[src/rtl/pin_check_pkg.sv]
// Shared types and helpers for the pin check monitor.
package pin_check_pkg;

   // Number of pad nets watched (PIN1..PIN4)
   localparam int NUM_PINS = 4;

   // Monitor states: waiting for enable, letting pads settle, actively comparing
   typedef enum logic [1:0] {
      IDLE   = 2'd0,
      SETTLE = 2'd1,
      CHECK  = 2'd2
   } state_t;

   // Increment that holds at maxVal instead of wrapping
   function automatic logic [31:0] satInc(input logic [31:0] value,
                                          input logic [31:0] maxVal);
      if (value >= maxVal) begin
         return maxVal;
      end
      return value + 32'd1;
   endfunction

endpackage

[src/rtl/sync2.sv]
// Two-flop synchronizer for bringing asynchronous levels into the clock domain.
module sync2 #(
   parameter int WIDTH = 1
) (
   input  logic             i_clk,
   input  logic             i_rst_n,
   input  logic [WIDTH-1:0] i_d,
   output logic [WIDTH-1:0] o_q
);

   logic [WIDTH-1:0] r_meta;
   logic [WIDTH-1:0] r_sync;

   // First flop may go metastable; second flop gives it a full cycle to resolve
   always_ff @(posedge i_clk or negedge i_rst_n) begin
      if (!i_rst_n) begin
         r_meta <= '0;
         r_sync <= '0;
      end else begin
         r_meta <= i_d;
         r_sync <= r_meta;
      end
   end

   assign o_q = r_sync;

endmodule

[src/rtl/pin_check_monitor.sv]
// Observes the four pad nets while checking is enabled and records mismatches
// against an expected value under a mask. Never drives the pins.
module pin_check_monitor
   import pin_check_pkg::*;
#(
   parameter int SETTLE_CYCLES = 8,
   parameter int CNT_W         = 8,
   parameter int DEGLITCH      = 2
) (
   input  logic                i_clk,
   input  logic                i_rst_n,
   input  logic                i_check_en,
   input  logic [NUM_PINS-1:0] i_pin_in,
   input  logic [NUM_PINS-1:0] i_exp_val,
   input  logic [NUM_PINS-1:0] i_exp_mask,
   output logic                o_checking,
   output logic                o_err,
   output logic [CNT_W-1:0]    o_err_cnt,
   output logic [NUM_PINS-1:0] o_first_err_pins,
   output logic [NUM_PINS-1:0] o_err_pin_mask
);

   localparam logic [7:0]       SETTLE_LOAD = 8'(SETTLE_CYCLES - 1);
   localparam logic [2:0]       DG_LAST     = 3'(DEGLITCH - 1);
   localparam logic [CNT_W-1:0] CNT_MAX     = '1;

   logic                w_enSync;
   logic [NUM_PINS-1:0] w_pinSync;
   logic                w_enRise;
   logic [NUM_PINS-1:0] w_mm;
   logic                w_mismatch;

   logic                r_enPrev;
   state_t              r_state;
   state_t              w_stateNext;
   logic [7:0]          r_settleCnt;
   logic [7:0]          w_settleNext;
   logic [2:0]          r_dgCnt;
   logic [2:0]          w_dgNext;
   logic                r_err;
   logic                w_errNext;
   logic [CNT_W-1:0]    r_errCnt;
   logic [CNT_W-1:0]    w_errCntNext;
   logic [NUM_PINS-1:0] r_firstPins;
   logic [NUM_PINS-1:0] w_firstPinsNext;
   logic [NUM_PINS-1:0] r_errMask;
   logic [NUM_PINS-1:0] w_errMaskNext;

   sync2 #(.WIDTH(1)) uSyncEn (
      .i_clk   (i_clk),
      .i_rst_n (i_rst_n),
      .i_d     (i_check_en),
      .o_q     (w_enSync)
   );

   sync2 #(.WIDTH(NUM_PINS)) uSyncPins (
      .i_clk   (i_clk),
      .i_rst_n (i_rst_n),
      .i_d     (i_pin_in),
      .o_q     (w_pinSync)
   );

   assign w_enRise = w_enSync & ~r_enPrev;
   assign w_mm     = (w_pinSync ^ i_exp_val) & i_exp_mask;

   // Match only on a clean zero so an unknown masked-in pin falls to mismatch
   always_comb begin
      w_mismatch = 1'b1;
      if (w_mm == '0) begin
         w_mismatch = 1'b0;
      end
   end

   // Remember last enable level so a fresh arm is seen exactly once
   always_ff @(posedge i_clk or negedge i_rst_n) begin
      if (!i_rst_n) begin
         r_enPrev <= 1'b0;
      end else begin
         r_enPrev <= w_enSync;
      end
   end

   // Next-state and result update: arm/clear, settle countdown, deglitched compare
   always_comb begin
      w_stateNext     = r_state;
      w_settleNext    = r_settleCnt;
      w_dgNext        = r_dgCnt;
      w_errNext       = r_err;
      w_errCntNext    = r_errCnt;
      w_firstPinsNext = r_firstPins;
      w_errMaskNext   = r_errMask;
      case (r_state)
         IDLE: begin
            if (w_enRise) begin
               w_stateNext     = SETTLE;
               w_settleNext    = SETTLE_LOAD;
               w_dgNext        = '0;
               w_errNext       = 1'b0;
               w_errCntNext    = '0;
               w_firstPinsNext = '0;
               w_errMaskNext   = '0;
            end
         end
         SETTLE: begin
            if (!w_enSync) begin
               w_stateNext = IDLE;
            end else if (r_settleCnt == 8'd0) begin
               w_stateNext = CHECK;
            end else begin
               w_settleNext = r_settleCnt - 8'd1;
            end
         end
         CHECK: begin
            if (w_mismatch) begin
               if (r_dgCnt == DG_LAST) begin
                  w_dgNext      = '0;
                  w_errCntNext  = CNT_W'(satInc(32'(r_errCnt), 32'(CNT_MAX)));
                  w_errMaskNext = r_errMask | w_mm;
                  if (!r_err) begin
                     w_errNext       = 1'b1;
                     w_firstPinsNext = w_pinSync;
                  end
               end else begin
                  w_dgNext = r_dgCnt + 3'd1;
               end
            end else begin
               w_dgNext = '0;
            end
            if (!w_enSync) begin
               w_stateNext = IDLE;
            end
         end
         default: begin
            w_stateNext = IDLE;
         end
      endcase
   end

   // State, counters and sticky results; everything clears on reset
   always_ff @(posedge i_clk or negedge i_rst_n) begin
      if (!i_rst_n) begin
         r_state     <= IDLE;
         r_settleCnt <= '0;
         r_dgCnt     <= '0;
         r_err       <= 1'b0;
         r_errCnt    <= '0;
         r_firstPins <= '0;
         r_errMask   <= '0;
      end else begin
         r_state     <= w_stateNext;
         r_settleCnt <= w_settleNext;
         r_dgCnt     <= w_dgNext;
         r_err       <= w_errNext;
         r_errCnt    <= w_errCntNext;
         r_firstPins <= w_firstPinsNext;
         r_errMask   <= w_errMaskNext;
      end
   end

   assign o_checking       = (r_state == CHECK);
   assign o_err            = r_err;
   assign o_err_cnt        = r_errCnt;
   assign o_first_err_pins = r_firstPins;
   assign o_err_pin_mask   = r_errMask;

endmodule

[config.mk]
export PLATFORM = sky130hd
export DESIGN_NAME = pin_check_monitor
export DESIGN_NICKNAME = d
export VERILOG_FILES = /design/src/rtl/pin_check_pkg.sv /design/src/rtl/sync2.sv /design/src/rtl/pin_check_monitor.sv
export SDC_FILE = /design/constraint.sdc
export NUM_CORES = 1
export LEC_CHECK = 0
export ABC_AREA = 1
export CORE_MARGIN = 8
export CORE_UTILIZATION = 55
export CTS_CLUSTER_DIAMETER = 150
export DETAILED_ROUTE_END_ITERATION = 8
export PLACE_DENSITY = 0.82
export SYNTH_ARGS = -nofsm -noshare
export SYNTH_HDL_FRONTEND = slang
export SYNTH_HIERARCHICAL = 1
export SYNTH_SLANG_ARGS = --single-unit
[constraint.sdc]
create_clock -name i_clk -period 3.02 [get_ports i_clk]
set_clock_uncertainty 0.1 [all_clocks]
set_input_delay 0.604 -clock i_clk [delete_from_list [all_inputs] [get_ports i_clk]]
set_output_delay 0.604 -clock i_clk [all_outputs]
set_load 0.01 [all_outputs]
After elaboration in Yosys (flattened, before gate mapping):

Cells that the tools add are included.
W data, S select, Z words.

* add/sub/neg operators: 3
* order comparisons: 1
* equal/unequal tests: 11
* mux-type cells: 35
* bitwise operators: 5
* reduce and logical (&&, ||, !) cells: 10

Operator list (number)
* $mux W8: 8
* $pmux W8 S2: 2
* $mux W4: 6
* $pmux W4 S2: 2
* $ne A2 B2 Y1 const B: 5
* $mux W3: 3
* $add A8 B1 Y8 const B: 1
* $ge A8 B8 Y1 const B: 1
* $logic_not A8 Y1: 1
* $mux W2: 4
* $reduce_and A4 Y1: 2
* $sub A8 B1 Y8 const B: 1
* $mux W1: 7
* $pmux W2 S3: 1
* $pmux W3 S2: 1
* $reduce_and A5 Y1: 1
* $and A4 B4 Y4: 1
* $logic_not A4 Y1: 1
* $ne A2 B1 Y1 const B: 2
* $or A4 B4 Y4: 1
* $reduce_bool A2 Y1: 2
* $xor A4 B4 Y4: 1
* $add A3 B1 Y3 const B: 1
* $eq A3 B1 Y1 const B: 1
* other kinds (9): 9

* bits in registers: 41
* output and inout bits: 18

Logic depth before layout (Yosys ltp):

Gate-level depths: netlist (run 1).

* word-level depth: 9
* gate-level depth with buffers: 9
* depth with buffers taken out: 9

Modules after synthesis:

The synthesis (run 1) kept the hierarchy.

Modules (own cells, without submodules)
* pin_check_monitor: instances 1, cells each 237, area an instance 1786.7 um^2, seq. area each 775.7 um^2
* sync2 (uSyncPins): instances 1, cells each 8, area an instance 200.2 um^2, seq. area each 200.2 um^2
* sync2 (uSyncEn): instances 1, cells each 2, area an instance 50.0 um^2, seq. area each 50.0 um^2

Worst setup path after synthesis (run 1):

Ideal clock, no wire load.

* path type: input-to-reg
* start point: in i_exp_val[2]
* end point: reg r_errCnt[5] (netlist: o_err_cnt[5])
* library setup time: 0.118 ns
* arrival time: 1.273 ns
* setup slack: 1.529 ns
* stages on the path: 9
* path buffers: 1
* path through: nand2_1 nand2_1 nor2_1 nor2_1 nand2_1 nand3_2 buf_6 nand3_1 nand2_1

* longest elaborated chain between the ends: 5

RTL lines
* from (decl): line pin_check_monitor.sv:14 `input logic [NUM_PINS-1:0] i_exp_val,`
* $xor A4 B4 Y4: line pin_check_monitor.sv:64 `assign w_mm = (w_pinSync ^ i_exp_val) & i_exp_mask;`
* $and A4 B4 Y4: line pin_check_monitor.sv:64
* $logic_not A4 Y1: line pin_check_monitor.sv:69 `if (w_mm == '0) begin`
* $ne A2 B2 Y1 (no line)
* $reduce_and A4 Y1 (no line)
* to (signal assigned): line pin_check_monitor.sv:154 `r_errCnt <= w_errCntNext;`
* to (decl): line pin_check_monitor.sv:42 `logic [CNT_W-1:0] r_errCnt;`

Every way passes these cells.
A chain may end at the register's enable or synchronous reset.

Final worst setup path (run 1):

* start point: reg r_state[0]
* end point: out o_checking

* longest elaborated chain between the ends: 1

RTL lines
* from (decl): line pin_check_monitor.sv:34 `state_t r_state;`
* from (signal assigned): line pin_check_monitor.sv:150 `r_state <= w_stateNext;`
* $eq A2 B2 Y1: line pin_check_monitor.sv:160 `assign o_checking = (r_state == CHECK);`
* to (decl): line pin_check_monitor.sv:16 `output logic o_checking,`

Every way passes these cells.

==> metrics, run 1 <==
status complete, no violations; FF-to-FF End r_settleCnt[0]; Root Buffer clkbuf_8; Net Switching 458 uW; Crit Path Class reg -> out; clock sink total 41; die width 76.9 um; Critical Path Max Stage Delay 560 ps; Yosys top cell by area dfrtp_1; hold_buf cts 0; clock-pin transition on the worst setup and hold timing paths 80 ps; Worst Path Arrival 1630 ps; Setup violations, final 0; Seq/Total Area, Yosys 0.504; Int Pwr 1.03 mW; GRT Total Usage 0.152; Clock Path Buffers 2; min cycle time layout 2340 ps; Mean Syn Cell Area 8.25 sq um; Switching Fraction 0.309; max_cap viols 0; synthesized area 2040 sq um; Synthesis Warnings 6; critical-path maximum fanout 8; final setup TNS 0 ps; H-tree lvl count 2; TritonRoute pass-1 iters 4; via count 1704; final design instance area without fill 2510 sq um; Final Wtd Congestion 0.874; Synth Net Count 265; number of port buffers 32; io pins 33; clk_lat worst skew 300 ps; Tightest Pin Transition 886 ps; final worst path period share 0.774; IR drop worst, VDD 0.000477 V; Total Nets Final 302; vias per inst 5.12; total grt overflow 0; RSZ-0062 raised after global routing false; Worst slew margin 0.410; internal reg-to-reg setup slack 1390 ps; combinational share of power 0.244; TritonCTS clock tree yes; WL final 4.31 mm; Max Clk Rate 428 MHz; RR Startpoint r_state[1]; CTS buffer count 5; area grow syn2layout 23.3%; Lkg Pwr 1.26 nW; postcts setup bufs 0; PwrDens 591 nW/um^2; dpl ws 781 ps; R2R depth 7; number of antenna violations at the first check in global routing 0; crit path launch type flip-flop; Clk pwr share 0.306; vias in the first global route 1680; post-synth top area share 0.504; drt wl/cell 12.9 um; WHS Endpoint uSyncPins/o_q[1]; top post-synthesis cells by area dfrtp_1, nand2_1, nand3_1; share of layout cells above drive strength 1 0.0842; row cnt 22; Flop pwr share 0.451; drc violations 0; Slowest-stage cell, CP clkdlybuf4s50_1; Crit. End Element primary output; hold depth 0; largest net degree at the start of global routing 42; post-route setup slack 682 ps; DIE HEIGHT 76.9 um; Data required, critical path 2320 ps; die area 5910 sq um; Mapped Cells 247; Post-DRT Antenna Nets 0; power after layout 1.48 mW; placed cell area 2400 sq um; Resized cells post-CTS 0; type of the worst min-delay path reg -> reg; Yosys cell types 30; Detail Placement HPWL 3.12 mm; ant diodes 0; synthesized flop and latch total 41; final hold violation count 0; Core ar. 3610 sq um; Hold Startpoint uSyncPins/r_meta[1]; Cell Chain, Critical Path inv_2 -> nand2_2 -> inv_4 -> clkdlybuf4s50_1; Iter 0 DRT Violations 63; first-pass GRT wire length 7.38 mm; Slew Viols, Final 0; initial core utilization 0.565
-- flip-flops by register name, summed over array words and instances, names as in the netlist --
name              cells
o_err                 1
o_err_cnt             8
o_err_pin_mask        4
o_first_err_pins      4
r_dgCnt               3
r_enPrev              1
r_settleCnt           8
r_state               2
uSyncEn/o_q           1
uSyncEn/r_meta        1
uSyncPins/o_q         4
uSyncPins/r_meta      4
-- Yosys cell counts (all sizes together) --
| library cell | instances |
|---|---|
| a21oi | 2 |
| nand4 | 8 |
| buf | 2 |
| nand3b | 2 |
| ha | 3 |
| a31o | 1 |
| dfrtp | 41 |
| a21boi | 1 |
| nand2 | 80 |
| nor2 | 32 |
| o31ai | 1 |
| a22oi | 1 |
| nor3 | 1 |
| xnor2 | 2 |
| inv | 27 |
| xor2 | 5 |
| nand3 | 27 |
| o22ai | 1 |
| o21ai | 10 |
-- worst max-delay path by stage --
stage | slack [ps] | from | end
2_1_floorplan | 1530 | i_exp_val[2] | o_err_cnt[5]
3_3_place_gp | 820 | i_exp_val[2] | o_err_pin_mask[2]
3_5_place_dp | 780 | i_exp_val[1] | o_err_cnt[3]
4_1_cts | 670 | r_state[0] | o_checking
5_1_grt | 600 | r_state[0] | o_checking
6_report | 680 | r_state[0] | o_checking
-- layout make-up --
cell class | instances | area (sq um)
Clock inverter | 1 | 30.0
Tap cell | 48 | 60.1
Timing Repair Buffer | 32 | 315
Clock buffer | 7 | 86.3
Multi-Input combinational cell | 177 | 888
Fill cell | 288 | 1090
Sequential cell | 41 | 1030
Inverter | 27 | 106
-- stage by stage --
stage	instances	util	hold WS [ps]
2_1_floorplan	247	-	208
4_1_cts	333	0.697	253
6_report	333	0.697	253
5_1_grt	333	0.697	270
3_3_place_gp	325	0.664	232
3_5_place_dp	325	0.664	236
-- per-layer routing --
layer	vias to the layer above	track usage	share of wire
li1	864	-	-
met1	792	0.172	0.45
met2	40	0.257	0.49
met3	8	0.0455	0.046
met4	0	0.0673	0.019
met5	-	0	0
-- critical path: cells and delay by family, from the launching register on --
family / cells / cell delay, ps
buffers and inverters: 3 / 810
AND/OR/NAND/NOR: 1 / 130
flip-flops: 1 / 410
-- cell families (layout without fill, tap and decap cells) --
logic type	after synthesis	count (layout)	share of synthesized area
flops	41	41	0.504
simple gates	150	150	0.338
compound gates	17	17	0.0498
xor+xnor	7	7	0.0301
buf+inv	29	67	0.0602
fa+ha+maj	3	3	0.0184
-- power by group through the flow --
stage,combinational [mW],sequential [mW],clock (mW)
floorplan,0.243,0.674,0
global placement,0.350,0.675,0
detailed placement,0.361,0.678,0
CTS,0.364,0.668,0.457
global route,0.404,0.677,0.482
finish,0.362,0.669,0.454
-- placed cells by master, fill, tap and decap left out, drive strengths merged, types with 2 or more instances in the layout --
| cell type | n |
|---|---|
| nand4 | 8 |
| clkbuf | 7 |
| xor2 | 5 |
| ha | 3 |
| a21oi | 2 |
| nand2 | 80 |
| nor2 | 32 |
| clkdlybuf4s50 | 31 |
| nand3 | 27 |
| xnor2 | 2 |
| dfrtp | 41 |
| nand3b | 2 |
| inv | 27 |
| o21ai | 10 |
(Power assumes the default switching activity.)
==> inputs of run 2 (changes only) <==
- CORE_UTILIZATION: 55 -> 48
- PLACE_DENSITY: 0.82 -> 0.76
- clock period: 3.02 -> 2.1 ns (I/O delays scaled with it)
==> run 2 against run 1 <==
  * Sequential share of layout area up 0.14 points
  * Clock-buffer cell count is 1 higher
  * Clock power up 7.0%
  * Combinational power increased by 43%
  * Highest routed layer unchanged
  * Cell area fell by 0.35%
  * Global-route usage down 1.6 points
  * Via count down 2.8%
  * Worst setup slack worse by 430 ps
  * Critical path depth is 3 lower
  * Utilization fell by 8.0 points
==> metrics, run 2 (synthesis results as in run 1) <==
TritonRoute pass-1 iters 4; total grt overflow 0; delay-heaviest family, CP buffers and inverters; Int Pwr 1.33 mW; first-pass GRT wire length 6.97 mm; vias per inst 4.90; final worst path period share 0.879; critical-path maximum fanout 7; Worst slew margin 0.667; Buf/Inv on CP 1; Lkg Pwr 1.27 nW; max_cap viols 0; number of port buffers 32; final hold violation count 0; Critical Path Max Stage Delay 580 ps; Root Buffer clkbuf_8; status complete, no violations; clk_lat worst skew 290 ps; Clock Path Buffers 2; PwrDens 786 nW/um^2; Flop pwr share 0.490; crit path launch type flip-flop; io pins 33; Data required, critical path 1580 ps; vias in the first global route 1516; die area 6580 sq um; drt wl/cell 12.3 um; placed cell area 2420 sq um; Crit. End Element primary output; dpl ws -4.89 ps; Core ar. 4060 sq um; final setup TNS 0 ps; Slew Viols, Final 0; clock sink total 41; DIE HEIGHT 81.1 um; commonest non-fill, non-tap cells in the layout nand2_1, dfrtp_1, clkdlybuf4s50_1; row cnt 23; Setup violations, final 0; area grow syn2layout 22.9%; ant diodes 0; Sequential Area 1030 sq um; initial core utilization 0.502; largest net degree at the start of global routing 42; drc violations 0; RSZ-0062 raised after global routing false; GRT Total Usage 0.136; combinational share of power 0.263; Max Clk Rate 542 MHz; via count 1656; min cycle time layout 1850 ps; WL final 4.15 mm; CTS buffer count 5; TritonCTS clock tree yes; Net Switching 638 uW; Post-DRT Antenna Nets 0; Iter 0 DRT Violations 81; Worst Path Arrival 1330 ps; Crit Path Class reg -> out; final design instance area without fill 2500 sq um; Switching Fraction 0.324; clock-pin transition on the worst setup and hold timing paths 70 ps; Cell Chain, Critical Path clkdlybuf4s50_1; die width 81.1 um; IR drop worst, VDD 0.000501 V; H-tree lvl count 2; Total Nets Final 305; Tightest Pin Transition 500 ps; number of antenna violations at the first check in global routing 0; share of layout cells above drive strength 1 0.0868; hold_buf cts 0; Slowest-stage cell, CP clkdlybuf4s50_1; post-route setup slack 254 ps; Detail Placement HPWL 3.06 mm; Clk pwr share 0.247; commonest non-fill, non-tap cell in the layout nand2_1; fillcell total 341; area of the multi-input gates 888 sq um; Final Wtd Congestion 0.869; type of the worst min-delay path in -> async
-- run 2: per-stage QoR --
stage	utilization	total power, mW	hold slack (ps)	cells
global route	0.617	2.10	131	338
global placement	0.597	1.48	232	330
finish	0.617	1.97	68.9	338
floorplan	-	1.32	24.4	247
CTS	0.616	1.99	97.0	338
detailed placement	0.597	1.50	235	330
-- run 2: power groups by stage --
stage | clock (mW) | combinational (mW) | sequential, mW
after detailed placement | 0 | 0.522 | 0.975
after global routing | 0.537 | 0.591 | 0.972
final | 0.486 | 0.518 | 0.963
after global placement | 0 | 0.512 | 0.973
after CTS | 0.501 | 0.525 | 0.962
after floorplan | 0 | 0.349 | 0.969
-- run 2: worst paths after layout --
kind | start | depth (start not counted) | slack, ps | to
max | o_err_cnt[5] | 1 | 250 | o_err_cnt[5]
min | i_rst_n | 2 | 70 | uSyncPins/o_q[1]
max reg2reg | uSyncPins/o_q[0] | 9 | 400 | o_err_cnt[2]
min reg2reg | uSyncPins/r_meta[0] | 0 | 250 | uSyncPins/o_q[0]
max in group asynchronous | i_rst_n | 2 | 1480 | o_err_cnt[4]
min in group i_clk | uSyncPins/r_meta[0] | 0 | 250 | uSyncPins/o_q[0]
-- run 2: layout make-up --
type	instances	area share
Tap cell	50	0.0250
Clock buffer	8	0.0320
Inverter	27	0.0425
Multi-Input combinational cell	177	0.355
Sequential cell	41	0.410
Timing Repair Buffer	35	0.136
-- run 2: what timing repair did --
item	CTS	global route
gates resized for setup	0	1
buffers inserted	0	0
setup endpoints to repair	0	1
-- run 2: layer usage --
layer,GRT usage,vias up,part of all wire
met1,0.169,737,0.46
met2,0.209,39,0.45
met5,0,-,0
met4,0.0607,0,0.022
met3,0.0475,9,0.066
li1,-,871,-
==> inputs of run 3 (changes only) <==
- PLACE_DENSITY: 0.76 -> 0.79
==> run 3 against run 2 <==
  * Utilization rose by 0.83 points
  * Critical endpoint is now o_checking
  * Clock-buffer cell count fell by 1
  * Clock power rose by 4.9%
  * Cell area rose by 1.3%
  * Via count rose by 5.7%
  * Non-clock buffer count rose by 3
  * Sequential power barely moved
  * Critical path depth rose by 3
  * Power rose by 2.4%
  * Sequential share of layout area fell by 0.55 points
  * Fmax fell by 8.5%
  * Combinational power rose by 4%
==> metrics, run 3 (synthesis results as in run 1) <==
CTS buffer count 5; commonest non-fill, non-tap cell in the layout nand2_1; Crit Path Class reg -> out; clk_lat worst skew 280 ps; H-tree lvl count 2; initial core utilization 0.502; total grt overflow 0; final worst path period share 0.961; final setup TNS 0 ps; clock sink total 41; Metal-1 WL 2.04 mm; metal2 WL 2.11 mm; type of the worst min-delay path reg -> reg; DIE HEIGHT 81.1 um; TritonRoute pass-1 iters 4; IR drop worst, VDD 0.000537 V; max_cap viols 0; Data required, critical path 1580 ps; Max Clk Rate 495 MHz; vias in the first global route 1652; GRT Total Usage 0.143; TritonCTS clock tree yes; commonest non-fill, non-tap cells in the layout nand2_1, dfrtp_1, clkdlybuf4s50_1; io pins 33; Clock Path Buffers 2; crit path launch type flip-flop; PwrDens 794 nW/um^2; die width 81.1 um; status complete, no violations; die area 6580 sq um; Total Nets Final 308; Lkg Pwr 1.28 nW; ant diodes 0; row cnt 23; number of port buffers 32; RSZ-0062 raised after global routing false; Final Wtd Congestion 0.833; Worst slew margin 0.705; power after layout 2.01 mW; WL final 4.49 mm; Detail Placement HPWL 3.37 mm; clock-pin transition on the worst setup and hold timing paths 70 ps; Crit. End Element primary output; vias per inst 5.15; number of antenna violations at the first check in global routing 0; via count 1751; fillcell total 350; first-pass GRT wire length 7.36 mm; min cycle time layout 2020 ps; Post-DRT Antenna Nets 0; Tightest Pin Transition 442 ps; Core ar. 4060 sq um; metal3 WL 276 um; Worst Path Arrival 1500 ps; Slew Viols, Final 0; final hold violation count 0; drt wl/cell 13.2 um; share of layout cells above drive strength 1 0.0966; area grow syn2layout 24.6%; drc violations 0; Max Used Layer met4; Root Buffer clkbuf_8; Setup violations, final 0; critical-path maximum fanout 8; Iter 0 DRT Violations 86; largest net degree at the start of global routing 22
## run 3: worst paths after layout
kind	start	endpoint	slack (ps)	cells after the start
max in group asynchronous	i_rst_n	r_settleCnt[6]	880	3
min in group asynchronous	i_rst_n	uSyncPins/r_meta[1]	500	2
max	r_state[0]	o_checking	80	4
min reg2reg	uSyncEn/r_meta	uSyncEn/o_q	250	0
max reg2reg	uSyncPins/o_q[0]	o_err_cnt[3]	460	9
min	uSyncEn/r_meta	uSyncEn/o_q	250	0
## run 3: layout make-up
cell class	instances	area, sq um	area share
Clock buffer	7	86.3	0.0340
Inverter	27	106	0.0419
Multi-Input combinational cell	177	893	0.352
Sequential cell	41	1030	0.404
Tap cell	50	62.6	0.0247
Timing Repair Buffer	38	363	0.143
## run 3: metal layers
layer | up-vias | GRT usage
li1 | 878 | -
met1 | 814 | 0.176
met2 | 53 | 0.228
met3 | 6 | 0.0430
met4 | 0 | 0.0607
met5 | - | 0
## run 3: worst max-delay path: stages, from the launching register on
cell and delay [ps]:
dfrtp_1 410, inv_2 110, nand2_4 100, inv_4 70
clkdlybuf4s50_1 530
## run 3: per-stage QoR
stage	hold WS, ps	std cells	utilization	instance area [sq um]	worst slack (ps)
finish	248	340	0.625	2540	81.3
global route	257	340	0.625	2540	15.6
CTS	251	340	0.624	2530	32.6
detailed placement	235	331	0.599	2430	50.7
global placement	232	331	0.599	2430	84.0
floorplan	24.4	247	-	2040	707
## run 3: repair_timing
action                                  4_1_cts  5_1_grt
resized for setup                             0        1
endpoints found under the setup margin        1        1
hold buffers                                  1        0
gates cloned                                  0        0
endpoints found under the hold margin        19        0
setup buffers                                 1        0
## run 3: report_power, final
group	internal, mW	total (mW)	switching [mW]
Clock	0.261	0.510	0.249
Sequential	0.878	0.966	0.0876
Combinational	0.220	0.538	0.318
Total	1.36	2.01	0.655
